`config.mk`:
```
export PLATFORM = sky130hd
export DESIGN_NAME = voltmeter_digit_renderer
export DESIGN_NICKNAME = d
export VERILOG_FILES = /design/src/rtl/voltmeter_digit_renderer.sv
export SDC_FILE = /design/constraint.sdc
export NUM_CORES = 1
export LEC_CHECK = 0
export BUFFER_PORTS_ARGS = -buffer_cell sky130_fd_sc_hd__buf_2
export CORE_ASPECT_RATIO = 1.1
export CORE_MARGIN = 3
export CORE_UTILIZATION = 45
export DETAILED_ROUTE_END_ITERATION = 7
export MAX_ROUTING_LAYER = met4
export PLACE_DENSITY = 0.69
export SYNTH_ARGS = -nofsm -noshare
export SYNTH_HDL_FRONTEND = slang
export SYNTH_SLANG_ARGS = --single-unit
```
`constraint.sdc`:
```
create_clock -name clk -period 2.35 [get_ports clk]
set_input_delay 0.705 -clock clk [delete_from_list [all_inputs] [get_ports clk]]
set_output_delay 0.705 -clock clk [all_outputs]
set_load 0.005 [all_outputs]
```
`src/rtl/voltmeter_digit_renderer.sv`:
```
// Voltmeter pixel source: converts a millivolt reading to BCD with a
// double-dabble FSM, holds it frame-stable and renders "D.DDD" as 7-segment
// glyphs for the downstream VGA sync stage.
// Optional macro VOLTMETER_OVERRANGE_EN: lit pixels turn red when the
// displayed reading exceeds OVR_MV.
module voltmeter_digit_renderer #(
   parameter int unsigned X0        = 200,
   parameter int unsigned Y0        = 200,
   parameter int unsigned DIG_W     = 40,
   parameter int unsigned DIG_H     = 80,
   parameter int unsigned SEG_T     = 8,
   parameter int unsigned GAP       = 24,
   parameter int unsigned V_DISPLAY = 480,
   parameter logic [11:0] FG        = 12'hFFF,
   parameter logic [11:0] BG        = 12'h000
`ifdef VOLTMETER_OVERRANGE_EN
   , parameter int unsigned OVR_MV  = 3300
`endif
) (
   input  logic        clk,
   input  logic        rst_n,
   input  logic [9:0]  h,
   input  logic [9:0]  v,
   input  logic        sample_valid,
   input  logic [11:0] sample_mv,
   output logic        conv_busy,
   output logic [11:0] rgb
);

   localparam int unsigned BIN_W = 12;
   localparam int unsigned BCD_W = 16;
   localparam int unsigned SR_W  = BCD_W + BIN_W;
   localparam int unsigned CRD_W = 11;

   localparam logic [CRD_W-1:0] T_C    = CRD_W'(SEG_T);
   localparam logic [CRD_W-1:0] W_C    = CRD_W'(DIG_W);
   localparam logic [CRD_W-1:0] H_C    = CRD_W'(DIG_H);
   localparam logic [CRD_W-1:0] HALF_C = CRD_W'(DIG_H / 2);
   localparam logic [CRD_W-1:0] MID_C  = CRD_W'((DIG_H - SEG_T) / 2);
   localparam logic [CRD_W-1:0] Y0_C   = CRD_W'(Y0);
   localparam logic [CRD_W-1:0] DP_X_C = CRD_W'(X0 + DIG_W + (GAP - SEG_T) / 2);
   localparam logic [CRD_W-1:0] DP_Y_C = CRD_W'(Y0 + DIG_H - SEG_T);

   typedef enum logic [1:0] {
      S_IDLE  = 2'd0,
      S_SHIFT = 2'd1,
      S_DONE  = 2'd2
   } state_t;

   state_t             state_q;
   logic [SR_W-1:0]    sr_q;
   logic [3:0]         iter_q;
   logic               pend_q;
   logic [BIN_W-1:0]   pend_mv_q;
   logic [BCD_W-1:0]   result_q;
   logic               result_new_q;
   logic [BCD_W-1:0]   shadow_q;
   logic               frame_edge_c;
`ifdef VOLTMETER_OVERRANGE_EN
   logic [BIN_W-1:0]   cur_mv_q;
   logic               res_over_q;
   logic               over_q;
`endif

   // One double-dabble step: add 3 to every BCD nibble >= 5, then shift left
   function automatic logic [SR_W-1:0] dd_step(input logic [SR_W-1:0] s);
      logic [SR_W-1:0] a;
      a = s;
      for (int k = 0; k < 4; k++) begin
         if (a[BIN_W+4*k +: 4] >= 4'd5)
            a[BIN_W+4*k +: 4] = a[BIN_W+4*k +: 4] + 4'd3;
      end
      return {a[SR_W-2:0], 1'b0};
   endfunction

   // Segment pattern {g,f,e,d,c,b,a} for a BCD digit; non-decimal codes blank
   function automatic logic [6:0] seg_decode(input logic [3:0] d);
      logic [6:0] s;
      case (d)
         4'd0:    s = 7'h3F;
         4'd1:    s = 7'h06;
         4'd2:    s = 7'h5B;
         4'd3:    s = 7'h4F;
         4'd4:    s = 7'h66;
         4'd5:    s = 7'h6D;
         4'd6:    s = 7'h7D;
         4'd7:    s = 7'h07;
         4'd8:    s = 7'h7F;
         4'd9:    s = 7'h6F;
         default: s = 7'h00;
      endcase
      return s;
   endfunction

   // True when cell-local (x,y) falls inside any lit segment rectangle
   function automatic logic seg_hit(input logic [6:0] s, input logic [CRD_W-1:0] x,
                                    input logic [CRD_W-1:0] y);
      logic xm, xl, xr, top, bot;
      xm  = (x >= T_C) && (x < W_C - T_C);
      xl  = (x < T_C);
      xr  = (x >= W_C - T_C);
      top = (y < HALF_C);
      bot = (y >= HALF_C);
      return (s[0] && xm && (y < T_C)) ||
             (s[6] && xm && (y >= MID_C) && (y < MID_C + T_C)) ||
             (s[3] && xm && (y >= H_C - T_C)) ||
             (s[5] && xl && top) ||
             (s[1] && xr && top) ||
             (s[4] && xl && bot) ||
             (s[2] && xr && bot);
   endfunction

   assign frame_edge_c = (h == 10'd0) && (v == 10'(V_DISPLAY));

   // Conversion FSM, pending-sample capture and frame-boundary shadow latch
   always_ff @(posedge clk or negedge rst_n) begin
      if (!rst_n) begin
         state_q      <= S_IDLE;
         sr_q         <= '0;
         iter_q       <= '0;
         pend_q       <= 1'b0;
         pend_mv_q    <= '0;
         result_q     <= '0;
         result_new_q <= 1'b0;
         shadow_q     <= '0;
         conv_busy    <= 1'b0;
`ifdef VOLTMETER_OVERRANGE_EN
         cur_mv_q     <= '0;
         res_over_q   <= 1'b0;
         over_q       <= 1'b0;
`endif
      end else begin
         // A DONE in this same cycle sets result_new again below, so it waits a frame
         if (frame_edge_c && result_new_q) begin
            shadow_q     <= result_q;
            result_new_q <= 1'b0;
`ifdef VOLTMETER_OVERRANGE_EN
            over_q       <= res_over_q;
`endif
         end
         case (state_q)
            S_IDLE: begin
               if (sample_valid) begin
                  sr_q      <= {{BCD_W{1'b0}}, sample_mv};
                  iter_q    <= '0;
                  state_q   <= S_SHIFT;
                  conv_busy <= 1'b1;
`ifdef VOLTMETER_OVERRANGE_EN
                  cur_mv_q  <= sample_mv;
`endif
               end
            end
            S_SHIFT: begin
               sr_q   <= dd_step(sr_q);
               iter_q <= iter_q + 4'd1;
               if (iter_q == 4'(BIN_W - 1))
                  state_q <= S_DONE;
               if (sample_valid) begin
                  pend_q    <= 1'b1;
                  pend_mv_q <= sample_mv;
               end
            end
            S_DONE: begin
               result_q     <= sr_q[SR_W-1:BIN_W];
               result_new_q <= 1'b1;
`ifdef VOLTMETER_OVERRANGE_EN
               res_over_q   <= ({1'b0, cur_mv_q} > 13'(OVR_MV));
`endif
               // Newest sample wins: a strobe here supersedes the stored one
               if (sample_valid || pend_q) begin
                  sr_q    <= {{BCD_W{1'b0}}, (sample_valid ? sample_mv : pend_mv_q)};
                  iter_q  <= '0;
                  pend_q  <= 1'b0;
                  state_q <= S_SHIFT;
`ifdef VOLTMETER_OVERRANGE_EN
                  cur_mv_q <= sample_valid ? sample_mv : pend_mv_q;
`endif
               end else begin
                  state_q   <= S_IDLE;
                  conv_busy <= 1'b0;
               end
            end
            default: begin
               state_q   <= S_IDLE;
               conv_busy <= 1'b0;
            end
         endcase
      end
   end

   logic [CRD_W-1:0] hx_c;
   logic [CRD_W-1:0] vy_c;
   logic [CRD_W-1:0] cell_x_c;
   logic [3:0]       digit_c;
   logic             lit_c;
   logic [11:0]      fg_c;

   // Hit-test the current pixel against the four glyphs and the decimal point
   always_comb begin
      hx_c     = {1'b0, h};
      vy_c     = {1'b0, v};
      cell_x_c = '0;
      digit_c  = '0;
      lit_c    = 1'b0;
      for (int i = 0; i < 4; i++) begin
         cell_x_c = CRD_W'(X0 + 32'(i) * (DIG_W + GAP));
         digit_c  = shadow_q[BCD_W-1-4*i -: 4];
         if ((hx_c >= cell_x_c) && (hx_c < cell_x_c + W_C) &&
             (vy_c >= Y0_C) && (vy_c < Y0_C + H_C))
            lit_c = lit_c | seg_hit(seg_decode(digit_c), hx_c - cell_x_c, vy_c - Y0_C);
      end
      if ((hx_c >= DP_X_C) && (hx_c < DP_X_C + T_C) &&
          (vy_c >= DP_Y_C) && (vy_c < DP_Y_C + T_C))
         lit_c = 1'b1;
`ifdef VOLTMETER_OVERRANGE_EN
      fg_c = over_q ? 12'hF00 : FG;
`else
      fg_c = FG;
`endif
   end

   // Registered pixel colour toward the sync stage
   always_ff @(posedge clk or negedge rst_n) begin
      if (!rst_n) rgb <= BG;
      else        rgb <= lit_c ? fg_c : BG;
   end

endmodule

```
**Word level (Yosys, flattened, before mapping)**

Memories as Yosys holds them, arrays and structs flattened.
Cells that the tools add are included.

- Input bits: 35
- Register bits: 93
- Memories: 4
- Word-level logic and storage cells: 223
- Output and inout bits: 13
- Bits in read-only memories: 448

Memories:

| name | depth | width | read ports | clocked after Yosys merged registers in | write ports | RTL line | RTL |
|---|---|---|---|---|---|---|---|
| (name not given) | 16 | 7 | 1 | 0 | 0 | 79 | `case (d)` |
| (name not given) | 16 | 7 | 1 | 0 | 0 | 79 |  |
| (name not given) | 16 | 7 | 1 | 0 | 0 | 79 |  |
| (name not given) | 16 | 7 | 1 | 0 | 0 | 79 |  |

- Eq/ne operators: 9
- Add/subtract/negate cells: 10
- Muxes and demuxes: 32
- Reductions and logical operators: 115
- Bitwise gates (word level): 4
- $lt $le $gt $ge: 39

Operators with widths:

| kind | count |
|---|---|
| one-hot mux 28 bit (3 select lines) | 1 |
| logical AND 1 bit | 81 |
| >= comparator 11 x 6 -> 1 bit, second input constant | 6 |
| < comparator 11 x 6 -> 1 bit, second input constant | 6 |
| two-way mux 28 bit | 2 |
| < comparator 11 x 4 -> 1 bit, second input constant | 5 |
| < comparator 10 x 9 -> 1 bit, second input constant | 5 |
| >= comparator 11 x 4 -> 1 bit, second input constant | 4 |
| >= comparator 10 x 9 -> 1 bit, second input constant | 4 |
| subtractor 10 x 9 -> 11 bit, second input constant | 3 |
| >= comparator 10 x 8 -> 1 bit, second input constant | 3 |
| two-way mux 7 bit | 4 |
| logical OR 1 bit | 25 |
| two-way mux 12 bit | 2 |
| subtractor 10 x 8 -> 11 bit, second input constant | 2 |
| two-way mux 4 bit | 5 |
| >= comparator 4 x 3 -> 1 bit, second input constant | 4 |
| adder 4 x 2 -> 4 bit, second input constant | 3 |
| one-hot mux 4 bit (3 select lines) | 1 |
| >= comparator 11 x 7 -> 1 bit, second input constant | 1 |
| two-way mux 1 bit | 11 |
| equality test 10 x 9 -> 1 bit, second input constant | 1 |
| logical NOT 10 bit | 1 |
| < comparator 10 x 8 -> 1 bit, second input constant | 1 |
| other kinds (18) | 28 |

**Depth between registers and ports, before layout**

- Depth after elaboration: 23
- Gate-level depth with buffers: 11

**Worst setup path after synthesis**

Ideal clock, no wire load.

- Kind: in2reg
- Start point: input v[3]
- End point: register rgb[10]
- Arrival: 2773 ps
- Required time: 2216 ps
- Setup slack: -557 ps
- Buffers on the path: 2
- Setup time: 134 ps
- Stages on the path: 11
- Path through: buf_2 -> inv_1 -> ha_1 -> nor2b_1 -> or4b_1 -> buf_2 -> a22o_2 -> a32oi_1 -> o32ai_1 -> nor3_1 -> nand4_1

- Cells in the longest elaborated chain, start to end: 19
- Elaborated cells between the ends (all ways): 85
- Those cells by class: add/sub (1); order compare (9); mux (6); bitwise (3); reduce/logical (66)

Ends and longest elaborated chain:

| element | RTL line | RTL |
|---|---|---|
| start: declaration | 23 | `input logic [9:0] v,` |
| subtractor 10 x 8 -> 11 bit | 210 | `lit_c = lit_c \| seg_hit(seg_decode(digit_c), hx_c - cell_x_c, vy_c - Y0_C);` |
| >= comparator 11 x 6 -> 1 bit | 105 | `(s[6] && xm && (y >= MID_C) && (y < MID_C + T_C)) \|\|` |
| logical AND 1 bit (2 in a row) | 105 |  |
| logical OR 1 bit | 104 | `return (s[0] && xm && (y < T_C)) \|\|` |
| logical OR 1 bit | 105 |  |
| logical OR 1 bit | 106 | `(s[3] && xm && (y >= H_C - T_C)) \|\|` |
| logical OR 1 bit | 107 | `(s[5] && xl && top) \|\|` |
| logical OR 1 bit | 108 | `(s[1] && xr && top) \|\|` |
| (+3 left out) | - |  |
| two-way mux 1 bit | 208 | `if ((hx_c >= cell_x_c) && (hx_c < cell_x_c + W_C) &&` |
| bitwise OR 1 bit | 210 |  |
| two-way mux 1 bit | 208 |  |
| bitwise OR 1 bit | 210 |  |
| two-way mux 1 bit | 208 |  |
| two-way mux 1 bit (*) | 212 | `if ((hx_c >= DP_X_C) && (hx_c < DP_X_C + T_C) &&` |
| via lit_c | 195 | `logic lit_c;` |
| two-way mux 12 bit (*) | 225 | `else rgb <= lit_c ? fg_c : BG;` |
| end signal: assignment | 225 |  |
| end: declaration | 27 | `output logic [11:0] rgb` |

The timed path passes the listed nets; every way through them passes the cells marked *.
A chain may end at the register's enable or synchronous reset.

**Worst setup path after layout**

- Start point: input v[5]
- End point: register rgb[10]

Same word-level chain as after synthesis.

==> flow_summary_export.csv <==
group,metric,value,unit
synthesis,synth_flop_cell,"dfrtp_1",
timing,slew_violations,0,
status,failed_checks,"negative setup slack",
final_layout,nets,740,
die,die_w,112,µm
final_layout,regArea,0.00205,mm²
pwr,p_total,0.00423,W
synthesis,async_flop_share,100,%
synthesis,syn_nets,658,
synthesis,yosysSeqAreaShare,37.1,%
routing,wirelength,13000,µm
routing,initialDrtViolationCount,224,
placed_design,dp.final_hpwl,9760,µm
synthesis,synth_edf_count,0,
timing,finClkSkew,0.00510,ns
clock_network,clock_latency,0.33,ns
timing,finalHoldViolCount,0,
worst_setup_path,cp_max_fo,11,
global_route,grt_pass1_vias,4700,
pwr,power.leakage,3.06,nW
worst_setup_path,crit_path_top_delay_cell,"o31ai_2",
final_layout,area_delta_synth_final,21.1,%
synthesis,ys_seq_elements,82,
synthesis,synth_cells,581,
worst_setup_path,r2r_slack,0.24,ns
routing,drt_first_pass_iters,5,
run,cap_violations,0,
clock_network,path_clk_slew,0.06,ns
synthesis,synth_cell_types,68,
global_route,grt_max_degree,38,
placed_design,dp_slack,-0.470,ns
worst_setup_path,cp.required,2.55,ns
routing,wl_per_cell,15.9,µm
clock_network,clk_path_buf_depth,2,
final_layout,drive_above_1_share,31.2,%
timing,fin_crit_sh,102,%
worst_setup_path,slowest_delay,0.31,ns
timing,setup_ws,-0.0504,ns
status,status,"finished with violations",
timing,max_freq,417,MHz
worst_setup_path,end_kind,"register",
synthesis,ys.warnings.count,0,
worst_setup_path,path_cells,"buf_2 -> buf_4 -> o31ai_2 -> and4_4 -> buf_4 -> a211oi_2 -> buf_4 -> a222oi_1 -> a21oi_1 -> a22oi_1 -> nand4_1",
worst_setup_path,timing.rr.start,"shadow_q[13]",
global_route,grt_pass1_wl,21600,µm
pwr,powerDensity,632,mW/mm²
final_layout,diodes,0,
pwr,peakVddDrop,0.593,mV
clock_network,cts_buffers,9,
worst_setup_path,critPathKind,"in2reg",
routing,via_per_inst,5.67,
global_route,grt.total_usage,19.6,%
global_route,antenna_found_initial,0,
routing,ant_nets,0,
routing,drcViolationCount,0,
final_layout,fillCellCount,993,
clock_network,root_buffer,"clkbuf_16",
die,fp.dieH,122,µm
clock_network,hold_buffers,0,
synthesis,syn_avg_cell_area,9.51,µm²
timing,tightest_slew,0.551,ns
worst_setup_path,worst-path-buf-inv,4,
die,dieArea,0.0136,mm²
timing,min_period,2.40,ns
die,core,0.0117,mm²
clock_network,cts_tree,"done",
final_layout,multiInputGateArea,0.00328,mm²
worst_setup_path,crit_start,"v[5]",
timing,setup_violations,1,
worst_setup_path,start_kind,"input pin",
routing,num_vias,4624,
timing,hold_ws,0.343,ns
worst_setup_path,critPathMostFrequentCell,"buf_4",
final_layout,final_core_util,57.0,%
timing,maxSlewHeadroom,62.9,%
worst_setup_path,cp_top_family,"compound AO/OA/AOI/OAI gates",
die,io_pins,48,
clock_network,h-tree-depth,3,
global_route,globalRoute.totalOverflow,0,
hold_path,hold_class,"in2async",
placed_design,io_buffers,47,
die,fp-row-count,41,
timing,rsz0062_at_grt,"yes",
worst_setup_path,cp.arrival,2.60,ns
clock_network,cts_num_sinks,82,
synthesis,synth_area,0.00553,mm²
placed_design,gp_congestion,0.965,
die,start_util,47.0,%
-- metrics by stage --
step	TNS, ns	cells	cell area [µm²]
4_1_cts	-0.0501	815	6600
6_report	-0.0504	816	6690
2_1_floorplan	-0.329	581	5600
5_1_grt	-0.103	816	6690
3_5_place_dp	-5.23	798	6270
3_3_place_gp	-4.98	798	6270
-- cells in the final DEF, fill, tap and decap left out, types with 4 or more instances in the layout --
cell type / netlist / layout
o31ai_1: 6 / 5
o22ai_1: 10 / 10
nor4_1: 4 / 4
nor3b_1: 8 / 8
buf_2: 4 / 44
a211oi_1: 4 / 4
a32o_1: 5 / 5
dfrtp_1: 82 / 82
ha_1: 42 / 41
nor2_1: 28 / 28
a21oi_1: 27 / 26
nand2b_1: 15 / 15
clkbuf_16: 0 / 9
nor3_1: 6 / 6
nand2_1: 47 / 46
buf_4: 11 / 63
o21ai_0: 52 / 50
mux2_2: 55 / 55
or3_1: 5 / 5
nor2b_1: 13 / 12
a22oi_1: 13 / 13
inv_1: 33 / 31
a22o_1: 4 / 4
nand3_1: 5 / 5
xnor2_1: 6 / 6
-- final timing paths --
path                               endpoint  cells after the start
worst min register to register      sr_q[4]                      2
worst min-delay path                 pend_q                      1
worst max-delay path                rgb[10]                     11
min in group clk                    sr_q[4]                      2
worst max register to register      rgb[10]                      9
max in group asynchronous       result_q[3]                      2
-- state kept, by name, summed over array words and instances (netlist names) --
register and flops:
pend_q 1, shadow_q 16, result_new_q 1, conv_busy 1, iter_q 4, state_q 2
pend_mv_q 12, sr_q 28, result_q 16, rgb 1
-- cell families (layout without fill, tap and decap cells) --
logic type,after synthesis,after routing,synth area share [%]
AND/OR/NAND/NOR,156,156,15.0
XOR/XNOR,7,7,1.11
multiplexers,56,56,11.4
flip-flops,82,82,37.1
adder cells (fa/ha/maj),42,42,9.51
buffers and inverters,75,160,6.07
AO/OA/AOI/OAI,163,163,19.8
-- layer usage --
layer	track usage, %	up-vias	routed length, µm
li1	-	2259	-
met1	22.3	2225	5480
met2	34.6	114	6680
met3	3.65	26	560
met4	7.45	0	269
met5	-	-	0
-- synth_stat cells, types with 2 or more instances --
library cell,n,area [µm²]
o21a_1,3,22.5
or3_1,5,31.3
ha_1,42,526
o32ai_1,4,35.0
o311ai_0,4,35.0
nor3b_1,8,60.1
nor2b_1,13,81.3
a32oi_1,4,35.0
and4_1,2,17.5
a211oi_1,4,30.0
nor4_1,4,25.0
nor4bb_1,2,20.0
nor3_1,6,30.0
a32o_1,5,50.1
o22ai_1,10,62.6
nand3_1,5,25.0
or4_1,2,15.0
a21o_1,3,22.5
buf_1,4,15.0
dfrtp_1,82,2050
nand4_1,3,18.8
nor4b_1,3,26.3
o31ai_1,6,45.0
buf_2,4,20.0
o211ai_1,3,22.5
o21ai_0,52,260
a22oi_1,13,97.6
or2_2,2,12.5
inv_1,33,124
nand2b_1,15,93.8
a21oi_1,27,135
xnor2_1,6,52.6
buf_4,11,82.6
o21bai_1,3,22.5
a22o_1,4,35.0
clkbuf_1,22,82.6
nand2_1,47,176
nor2_1,28,105
and3_1,2,12.5
a221oi_1,3,26.3
mux2_2,55,619
-- cell type report --
type / instances / area share (%)
Timing Repair Buffer: 113 / 11.7
Tap cell: 150 / 2.80
Sequential cell: 82 / 30.7
Clock inverter: 3 / 0.262
Inverter: 33 / 1.96
Multi-Input combinational cell: 424 / 49.0
Clock buffer: 11 / 3.63
-- power by group --
part           internal (W)  leakage [nW]  switching [W]
Sequential          0.00167          1.08       0.000151
Combinational      0.000548          1.85       0.000623
Clock              0.000728         0.127       0.000513
Total               0.00294          3.06        0.00129
-- timing repair --
item | CTS | global route
setup endpoints to repair | 1 | 17
setup buffers | 3 | 1
resized for setup | 12 | 16
pin swaps | 8 | 5
(Power assumes the default switching activity.)
